`src/rtl/mirror_pkg.sv`:
```
// Shared constants and read-sequencer state type for the horizontal-mirror line controller.
// No logic, so no latency; no flow control.
package mirror_pkg;
    localparam int MIRROR_LINE_MAX = 640;
    localparam int MIRROR_ADDR_W   = 10;

    typedef enum logic {
        IDLE = 1'b0,
        READ = 1'b1
    } rd_state_t;
endpackage

```
`src/rtl/mirror_line_if.sv`:
```
// Bundle between the mirror controller and its line-bank RAMs / pixel pipeline.
// Pure wiring: zero latency; no backpressure, the pixel stream is free-running.
interface mirror_line_if
    import mirror_pkg::*;
#(
    parameter int ADDR_W = MIRROR_ADDR_W
) ();
    logic              iCCD_DVAL;
    logic              iMIRROR_EN;
    logic              iCLR_ERR;
    logic [ADDR_W:0]   oWR_ADDR;
    logic              oWR_EN;
    logic [ADDR_W:0]   oRD_ADDR;
    logic              oRD_EN;
    logic              oCCD_DVAL;
    logic [ADDR_W-1:0] oLINE_LEN;
    logic              oOVERFLOW;
    logic              oCOLLIDE;

    modport master (
        input  iCCD_DVAL, iMIRROR_EN, iCLR_ERR,
        output oWR_ADDR, oWR_EN, oRD_ADDR, oRD_EN, oCCD_DVAL,
        output oLINE_LEN, oOVERFLOW, oCOLLIDE
    );

    modport slave (
        output iCCD_DVAL, iMIRROR_EN, iCLR_ERR,
        input  oWR_ADDR, oWR_EN, oRD_ADDR, oRD_EN, oCCD_DVAL,
        input  oLINE_LEN, oOVERFLOW, oCOLLIDE
    );
endinterface

```
`src/rtl/mirror_rd_seq.sv`:
```
// Replay sequencer: walks a stored line forward or reversed; first address 1 cycle after start,
// pixel valid 1 cycle after each address. No backpressure; a new start restarts the replay.
module mirror_rd_seq
    import mirror_pkg::*;
#(
    parameter int ADDR_W = MIRROR_ADDR_W
) (
    input  logic              iCCD_PIXCLK,
    input  logic              iRST_N,
    input  logic              start,
    input  logic [ADDR_W-1:0] lineLen,
    input  logic              mirror,
    input  logic              bank,
    output logic [ADDR_W:0]   rdAddr,
    output logic              rdEn,
    output logic              pixVld,
    output logic              busy
);
    rd_state_t         state, stateNxt;
    logic [ADDR_W-1:0] rc, rcNxt;
    logic [ADDR_W-1:0] col;
    logic              rcLast;

    assign rcLast = (rc == lineLen - ADDR_W'(1));

    always_ff @(posedge iCCD_PIXCLK or negedge iRST_N) begin
        if (!iRST_N) begin
            state  <= IDLE;
            rc     <= '0;
            pixVld <= 1'b0;
        end else begin
            state  <= stateNxt;
            rc     <= rcNxt;
            pixVld <= rdEn;
        end
    end

    always_comb begin
        stateNxt = state;
        rcNxt    = rc;
        case (state)
            IDLE: begin
                if (start) begin
                    stateNxt = READ;
                    rcNxt    = '0;
                end
            end
            READ: begin
                // A fresh line end abandons the current replay in favour of the newer bank.
                if (start) begin
                    rcNxt = '0;
                end else if (rcLast) begin
                    stateNxt = IDLE;
                    rcNxt    = '0;
                end else begin
                    rcNxt = rc + ADDR_W'(1);
                end
            end
            default: begin
                stateNxt = IDLE;
                rcNxt    = '0;
            end
        endcase
    end

    assign busy   = (state == READ);
    assign rdEn   = busy;
    assign col    = mirror ? (lineLen - ADDR_W'(1) - rc) : rc;
    assign rdAddr = rdEn ? {bank, col} : '0;
endmodule

```
`src/rtl/mirror_line_ctrl.sv`:
```
// Ping-pong line-bank controller for horizontal mirroring: writes with 0 latency, replays at E+1,
// pixel valid at E+2. No backpressure; overruns and mid-replay line ends are flagged, not stalled.
module mirror_line_ctrl
    import mirror_pkg::*;
#(
    parameter int LINE_MAX = MIRROR_LINE_MAX,
    parameter int ADDR_W   = MIRROR_ADDR_W
) (
    input  logic          iCCD_PIXCLK,
    input  logic          iRST_N,
    mirror_line_if.master bus
);
    localparam logic [ADDR_W-1:0] COL_MAX = ADDR_W'(LINE_MAX);

    logic [ADDR_W-1:0] wc;
    logic [ADDR_W-1:0] lineLen;
    logic              wbank;
    logic              rbank;
    logic              mirrorQ;
    logic              dvalQ;
    logic              overflow;
    logic              collide;
    logic              lineEnd;
    logic              wrFull;
    logic              ovfEvt;
    logic              colEvt;
    logic              rdBusy;

    assign lineEnd = dvalQ & ~bus.iCCD_DVAL;
    assign wrFull  = (wc == COL_MAX);
    assign ovfEvt  = bus.iCCD_DVAL & wrFull;
    assign colEvt  = lineEnd & rdBusy;

    // Gated by reset so the RAM write strobe is dead while reset is held, even with pixels arriving.
    assign bus.oWR_EN   = iRST_N & bus.iCCD_DVAL & ~wrFull;
    assign bus.oWR_ADDR = {wbank, wc};

    always_ff @(posedge iCCD_PIXCLK or negedge iRST_N) begin
        if (!iRST_N) begin
            wc      <= '0;
            lineLen <= '0;
            wbank   <= 1'b0;
            rbank   <= 1'b0;
            mirrorQ <= 1'b0;
            dvalQ   <= 1'b0;
        end else begin
            dvalQ <= bus.iCCD_DVAL;
            if (lineEnd) begin
                lineLen <= wc;
                wc      <= '0;
                rbank   <= wbank;
                wbank   <= ~wbank;
                mirrorQ <= bus.iMIRROR_EN;
            end else if (bus.iCCD_DVAL && !wrFull) begin
                wc <= wc + ADDR_W'(1);
            end
        end
    end

    // Setting events take priority over a simultaneous clear.
    always_ff @(posedge iCCD_PIXCLK or negedge iRST_N) begin
        if (!iRST_N) begin
            overflow <= 1'b0;
            collide  <= 1'b0;
        end else begin
            if (ovfEvt)            overflow <= 1'b1;
            else if (bus.iCLR_ERR) overflow <= 1'b0;
            if (colEvt)            collide  <= 1'b1;
            else if (bus.iCLR_ERR) collide  <= 1'b0;
        end
    end

    mirror_rd_seq #(
        .ADDR_W (ADDR_W)
    ) u_rd_seq (
        .iCCD_PIXCLK (iCCD_PIXCLK),
        .iRST_N      (iRST_N),
        .start       (lineEnd),
        .lineLen     (lineLen),
        .mirror      (mirrorQ),
        .bank        (rbank),
        .rdAddr      (bus.oRD_ADDR),
        .rdEn        (bus.oRD_EN),
        .pixVld      (bus.oCCD_DVAL),
        .busy        (rdBusy)
    );

    assign bus.oLINE_LEN = lineLen;
    assign bus.oOVERFLOW = overflow;
    assign bus.oCOLLIDE  = collide;
endmodule

```
`src/flat_wrapper.sv`:
```
// flat-port wrapper written by rule: the top's interface ports become plain ports
module mirror_line_ctrl_flat import mirror_pkg::*;
#(
    parameter int LINE_MAX = MIRROR_LINE_MAX,
    parameter int ADDR_W   = MIRROR_ADDR_W
)
  (iCCD_PIXCLK, iRST_N, bus_iCCD_DVAL, bus_iMIRROR_EN, bus_iCLR_ERR, bus_oWR_ADDR, bus_oWR_EN, bus_oRD_ADDR, bus_oRD_EN, bus_oCCD_DVAL, bus_oLINE_LEN, bus_oOVERFLOW, bus_oCOLLIDE);
  mirror_line_if #(.ADDR_W(ADDR_W)) bus_i ();
  input  logic iCCD_PIXCLK;
  input  logic iRST_N;
  input wire logic [$bits(bus_i.iCCD_DVAL)-1:0] bus_iCCD_DVAL;
  input wire logic [$bits(bus_i.iMIRROR_EN)-1:0] bus_iMIRROR_EN;
  input wire logic [$bits(bus_i.iCLR_ERR)-1:0] bus_iCLR_ERR;
  output wire logic [$bits(bus_i.oWR_ADDR)-1:0] bus_oWR_ADDR;
  output wire logic [$bits(bus_i.oWR_EN)-1:0] bus_oWR_EN;
  output wire logic [$bits(bus_i.oRD_ADDR)-1:0] bus_oRD_ADDR;
  output wire logic [$bits(bus_i.oRD_EN)-1:0] bus_oRD_EN;
  output wire logic [$bits(bus_i.oCCD_DVAL)-1:0] bus_oCCD_DVAL;
  output wire logic [$bits(bus_i.oLINE_LEN)-1:0] bus_oLINE_LEN;
  output wire logic [$bits(bus_i.oOVERFLOW)-1:0] bus_oOVERFLOW;
  output wire logic [$bits(bus_i.oCOLLIDE)-1:0] bus_oCOLLIDE;
  assign bus_i.iCCD_DVAL = bus_iCCD_DVAL;
  assign bus_i.iMIRROR_EN = bus_iMIRROR_EN;
  assign bus_i.iCLR_ERR = bus_iCLR_ERR;
  assign bus_oWR_ADDR = bus_i.oWR_ADDR;
  assign bus_oWR_EN = bus_i.oWR_EN;
  assign bus_oRD_ADDR = bus_i.oRD_ADDR;
  assign bus_oRD_EN = bus_i.oRD_EN;
  assign bus_oCCD_DVAL = bus_i.oCCD_DVAL;
  assign bus_oLINE_LEN = bus_i.oLINE_LEN;
  assign bus_oOVERFLOW = bus_i.oOVERFLOW;
  assign bus_oCOLLIDE = bus_i.oCOLLIDE;
  mirror_line_ctrl #(.LINE_MAX(LINE_MAX), .ADDR_W(ADDR_W)) u_core (.iCCD_PIXCLK(iCCD_PIXCLK), .iRST_N(iRST_N), .bus(bus_i));
endmodule
```
`config.mk`:
```
export PLATFORM = sky130hd
export DESIGN_NAME = mirror_line_ctrl_flat
export DESIGN_NICKNAME = d
export VERILOG_FILES = /design/src/rtl/mirror_pkg.sv /design/src/rtl/mirror_line_if.sv /design/src/rtl/mirror_rd_seq.sv /design/src/rtl/mirror_line_ctrl.sv /design/src/flat_wrapper.sv
export SDC_FILE = /design/constraint.sdc
export NUM_CORES = 1
export LEC_CHECK = 0
export ABC_CLOCK_PERIOD_IN_PS = 4600
export CAP_MARGIN = 20
export CORE_AREA = 4 4 74 76
export DETAILED_ROUTE_END_ITERATION = 10
export DIE_AREA = 0 0 78 80
export PLACE_DENSITY = 0.77
export REMOVE_ABC_BUFFERS = 1
export SLEW_MARGIN = 20
export SYNTH_ARGS = -nofsm -noshare
export SYNTH_HDL_FRONTEND = slang
export SYNTH_SLANG_ARGS = --single-unit
```
`constraint.sdc`:
```
create_clock -name iCCD_PIXCLK -period 4.6 [get_ports iCCD_PIXCLK]
set_input_delay 0.92 -clock iCCD_PIXCLK [delete_from_list [all_inputs] [get_ports iCCD_PIXCLK]]
set_output_delay 0.92 -clock iCCD_PIXCLK [all_outputs]
set_load 0.01 [all_outputs]
```
==> results of run 1 <==
power by group through the flow:
stage	combinational, mW	clock (mW)	sequential (mW)
6_report	1.06	0.244	0.460
5_1_grt	1.17	0.265	0.473
4_1_cts	1.05	0.246	0.459
3_5_place_dp	1.04	0	0.465
3_3_place_gp	1.02	0	0.461
2_1_floorplan	0.675	0	0.466
cells in the final DEF, fill, tap and decap left out, types with 8 or more instances in the layout:
master,n
dfrtp_1,38
a21oi_1,8
nand2_1,55
ha_1,13
xnor2_1,9
inv_1,20
clkdlybuf4s50_1,39
xor2_1,12
nand4_1,9
nor2_1,25
area by class of cell:
class | instances | area share
clock inverter | 2 | 0.00407
timing repair buffer | 48 | 0.148
tap | 67 | 0.0273
multi-input combinational | 215 | 0.460
sequential | 38 | 0.310
inverter | 20 | 0.0244
clock buffer | 6 | 0.0269
worst max-delay path, cell delays in order, from the launching register on:
cell             delay, ns
dfrtp_1               0.45
or4_4                 0.60
nor2_1                0.14
xor2_1                0.08
ha_1                  0.28
or4_1                 0.53
o22ai_1               0.21
nand4_1               0.14
o221ai_1              0.13
clkdlybuf4s50_1       0.58
sequential cells by signal, indices dropped and copies added, names as in the netlist:
signal                  count
u_core.bus.oCOLLIDE         1
u_core.u_rd_seq.pixVld      1
u_core.wc                  10
u_core.wbank                1
u_core.mirrorQ              1
u_core.u_rd_seq.busy        1
u_core.rbank                1
u_core.u_rd_seq.rc         10
u_core.bus.oOVERFLOW        1
u_core.bus.oLINE_LEN       10
u_core.dvalQ                1
cells by family (layout without fill, tap and decap cells):
| group | Yosys count | after routing |
|---|---|---|
| AO/OA/AOI/OAI | 45 | 45 |
| XOR/XNOR | 23 | 23 |
| adder cells (fa/ha/maj) | 14 | 14 |
| buffers and inverters | 30 | 76 |
| flip-flops | 38 | 38 |
| multiplexers | 5 | 5 |
| AND/OR/NAND/NOR | 128 | 128 |
per-stage QoR:
stage	worst slack, ns	power [mW]
global route	0.0340	1.91
CTS	0.112	1.75
floorplan	0.617	1.14
global placement	0.183	1.48
finish	0.243	1.76
detailed placement	0.0821	1.51
per-layer routing:
metal / part of all wire / vias up / global-route usage
li1: - / 1076 / -
met1: 0.45 / 1031 / 0.258
met2: 0.49 / 62 / 0.346
met3: 0.041 / 14 / 0.0384
met4: 0.019 / 0 / 0.0717
met5: 0 / - / 0
worst max path at each step:
| stage | slack (ns) | cells after the start | startpoint | to |
|---|---|---|---|---|
| global placement | 0.18 | 10 | u_core.bus.oLINE_LEN[2] | bus_oRD_ADDR[9] |
| CTS | 0.11 | 13 | u_core.bus.oLINE_LEN[1] | bus_oRD_ADDR[9] |
| finish | 0.24 | 9 | u_core.bus.oLINE_LEN[2] | bus_oRD_ADDR[8] |
| global route | 0.03 | 13 | u_core.bus.oLINE_LEN[1] | bus_oRD_ADDR[9] |
| floorplan | 0.62 | 9 | u_core.bus.oLINE_LEN[2] | bus_oRD_ADDR[9] |
| detailed placement | 0.08 | 13 | u_core.bus.oLINE_LEN[1] | bus_oRD_ADDR[9] |
repair_timing:
| action | in CTS | in global routing |
|---|---|---|
| endpoints found under the setup margin | 1 | 1 |
| buffers inserted | 0 | 0 |
| resized for setup | 3 | 4 |
==> metrics.txt, run 1 <==
Reg power frac 0.262; Worst Path Class, Setup register to primary output; largest family of logic cells by synthesized area simple AND/OR/NAND/NOR gates; Clk Latency, worst-skew pair 0.29 ns; Chip Height 80 µm; clock buffer depth 2; Synth async-reset ratio 1.00; status complete, no violations; post-layout min period 4.36 ns; final hold slack between 0.4 and 0.5 ns; cts bufs inserted 5; CTS clk-pin slew, worst paths 0.08 ns; Fin Clk Skew around 0.0043 ns; H-tree depth 2; Yosys cell types between 50 and 60; xor/xnor cell area share of the yosys netlist 0.0880; Leakage 1.36 nW; relative slew slack 0.359; cell internal pwr between 1 and 1.5 mW; final instance area just over 0.003 mm²; Layout Nets approximately 350; commonest cells in the synthesized netlist 55 x nand2_1, 38 x dfrtp_1, 25 x nor2_1, 20 x inv_1, 13 x ha_1; Core Box Area between 0.004 and 0.005 mm²; R2R cell count 8; final hold vios 0; Yosys warnings 0; setup violators final 0; Post-synth EDFFs 0; Sw Share 0.419; I/O pin count between 40 and 50; drt via density approximately 5.5; critical path data arrival time roughly 3.4 ns; CTS Hold Bufs 0; Peak VDD IR about 0.32 mV; Die Width between 70 and 80 µm; Crit Reg-Reg Endpoint u_core.u_rd_seq.rc[4]; measured slew at the worst slew-check pin 0.960 ns; crit-path max FO 7; Syn Area/Cell about 8.7 µm²; Psw roughly 0.74 mW; HPWL Detailed around 4300 µm; Hold Crit Class register to register; largest net degree at the start of global routing 39; routed wire length between 5000 and 6000 µm; WHS Endpoint u_core.rbank; Compound-Gate Fraction of Synth Area 0.128; DRT Pass-1 Iters 4; proportion of synthesized area in mux cells 0.0203; share of the synthesized area in the top cell type 0.386; R2R Setup Slk about 1.8 ns; Die ar. approximately 0.0062 mm²; input/output buffers a little over 40; most common cell in the netlist nand2_1; CP Capture Type primary output; CTS tree built; clk sinks 38; # diodes 0; cell taking the most area after synthesis dfrtp_1; clk root buf clkbuf_8; Area Overhead vs Synth 24.8%; combinational power share 0.600; Critical Path RT roughly 3.7 ns; FF-to-FF Start u_core.bus.oLINE_LEN[2]; hold wc startpoint u_core.rbank; Initial Util 0.521; initial antenna violation count 0; gpl congestion just under 0.9; routed via count 2183; grt total ovfl 0; initial DRC count 120; overall routing resource usage 0.203; Worst setup SP type register; Main synth FF type dfrtp_1; layout cells sized above 1 0.0760; Power Dens Cells 573 mW/mm²; Synth Area in Simple Gates 0.256; top cells by area, synth dfrtp_1 39%, nand2_1 8.4%, ha_1 6.6%; dpl cells 388; RSZ-0062 raised after global routing false; Synth Register Bits 38; Setup TNS Final 0 ns; Clk pwr share 0.139; Adder-Cell Fraction of Synth Area 0.0742; worst hold path depth 2; multi-input logic area 0.00141 mm²; DRT antenna net count 0; DR DRC count 0; Post-DP Area 0.00296 mm²; final core utilization 0.650; Site Rows 25; Period Utilization, post-route 0.947; Gate Count Post-Synth 283; post-synthesis sequential area ratio 0.386; fin. max-slew vios 0; maxcap violations 0; synthesized cell area around 0.0025 mm²; Max Freq ~0.23 GHz; sequential cell area 951 µm²; Non-Filler Instances a little under 400; WL/cell 15.0 µm; first-pass GRT wire length about 10000 µm; fillcell total just over 400; vias in the first global route ~2200
Power figures use the tool's default switching activity.
==> run 2, diff against run 1 <==
Settings changed: CORE_AREA 4 4 74 76 to 2 2 72 74, DIE_AREA 0 0 78 80 to 0 0 74 76.
==> metrics.txt, run 2 (same netlist as run 1, synthesis figures left out) <==
clock buffer depth 2; Peak VDD IR ~0.28 mV; H-tree depth 2; largest stage delay on the critical path 0.42 ns; setup slack after layout roughly 0.24 ns; status complete, no violations; Max Freq roughly 0.23 GHz; Die ar. about 0.0056 mm²; Worst path most repeated cell ha_1; Clk Latency, worst-skew pair around 0.29 ns; crit-path max FO 5; Initial Util 0.501; Core Box Area between 0.004 and 0.005 mm²; clk root buf clkbuf_8; Leakage approximately 1.4 nW; DR DRC count 0; cts bufs inserted 5; Hold Crit Class register to register; layout cells sized above 1 0.0644; Worst setup SP type register; Power Dens Cells just under 600 mW/mm²; initial DRC count ~130; routed wire length 5860 µm; first-pass GRT wire length approximately 10000 µm; commonest non-fill, non-tap cells in the layout 55 x nand2_1, 39 x clkdlybuf4s50_1, 38 x dfrtp_1; Die Width around 74 µm; Critical Path RT 3.68 ns; CP Capture Type primary output; input/output buffers between 40 and 50; Worst Path Class, Setup register to primary output; Total Power approximately 1.8 mW; Setup TNS Final 0 ns; relative slew slack 0.491; DRT Pass-1 Iters 4; Chip Height about 76 µm; Site Rows 26; RSZ-0062 raised after global routing false; post-layout min period 4.36 ns; Period Utilization, post-route 0.949; HPWL Detailed approximately 4300 µm; gpl congestion 0.865; most common cell after layout, fill and taps aside nand2_1; Layout Nets 344; DRT antenna net count 0; CTS tree built; setup violators final 0; overall routing resource usage 0.229; fin. max-slew vios 0; Non-Filler Instances 396; measured slew at the worst slew-check pin ~0.76 ns; crit-path cells inv_1 > ha_1 > nand2_1 > or2_1 > nor4_4 > xor2_1 > ha_1 > and4_1 > a221oi_1 > o21ai_0 > or3_1 > a311oi_1 > clkbuf_2; pre-CTS WS approximately 0.1 ns; Fin Clk Skew 0.00648 ns; routed via count 2169; Area Overhead vs Synth 25.0%; grt total ovfl 0; vias in the first global route approximately 2200; WL/cell roughly 15 µm; CTS Hold Bufs 0; initial antenna violation count 0; CTS clk-pin slew, worst paths about 0.080 ns; largest net degree at the start of global routing 39; final hold vios 0; dpl cells 388; drt via density 5.48; # diodes 0; maxcap violations 0; clk sinks 38; critical path data arrival time around 3.4 ns; final core utilization 0.626; Slowest-stage cell, CP dfrtp_1; I/O pin count 42
[run 2: worst paths after layout]
path | to | slack [ns] | startpoint | cells after the start
min in group asynchronous | u_core.wc[9] | 0.69 | iRST_N | 2
hold reg to reg | u_core.rbank | 0.49 | u_core.rbank | 2
setup reg to reg | u_core.u_rd_seq.rc[2] | 1.76 | u_core.bus.oLINE_LEN[1] | 11
hold / removal | u_core.rbank | 0.49 | u_core.rbank | 2
setup / recovery | bus_oRD_ADDR[9] | 0.24 | u_core.bus.oLINE_LEN[1] | 13
max in group asynchronous | u_core.u_rd_seq.rc[9] | 3.57 | iRST_N | 2
[run 2: metrics by stage]
| step | area, µm² | hold WS, ns |
|---|---|---|
| after global placement | 2950 | 0.456 |
| after CTS | 3070 | 0.491 |
| after detailed placement | 2950 | 0.471 |
| after floorplan | 2420 | 0.438 |
| final | 3080 | 0.486 |
| after global routing | 3080 | 0.520 |
[run 2: what timing repair did]
| item | in CTS | in global routing |
|---|---|---|
| resized for setup | 3 | 4 |
| endpoints found under the setup margin | 1 | 1 |
| setup buffers | 0 | 0 |
| pin swaps | 0 | 2 |
[run 2: metal layers]
layer  share of wire  vias up  GRT usage
li1                -     1061          -
met1            0.43     1023      0.298
met2            0.48       67      0.363
met3           0.046       18     0.0410
met4           0.039        0      0.109
met5               0        -          0
[run 2: final cells by class]
cell class	instances	area [µm²]
Timing Repair Buffer	45	430
Tap cell	70	87.6
Multi-Input combinational cell	215	1420
Clock buffer	6	72.6
Inverter	20	75.1
Fill cell	430	1840
Sequential cell	38	951
Clock inverter	2	37.5
[run 2: critical path, delay by kind of cell (launching register included)]
family	cells	cell delay, ns
adder cells (fa/ha/maj)	2	0.48
AO/OA/AOI/OAI	3	0.65
flip-flops	1	0.42
XOR/XNOR	1	0.20
buffers and inverters	2	0.27
AND/OR/NAND/NOR	5	1.13
[run 2: where the power goes]
group	total (mW)	internal, mW	switching (mW)	leakage (nW)
registers	0.464	0.384	0.0792	0.499
clock network	0.286	0.162	0.124	0.0514
logic	1.05	0.517	0.531	0.809
total	1.80	1.06	0.734	1.36
==> run 3, diff against run 2 <==
Settings changed: GPL_ROUTABILITY_DRIVEN from default to 0.
==> results of run 3 <==
Final layout, timing and power as in run 2 (identical DEF).
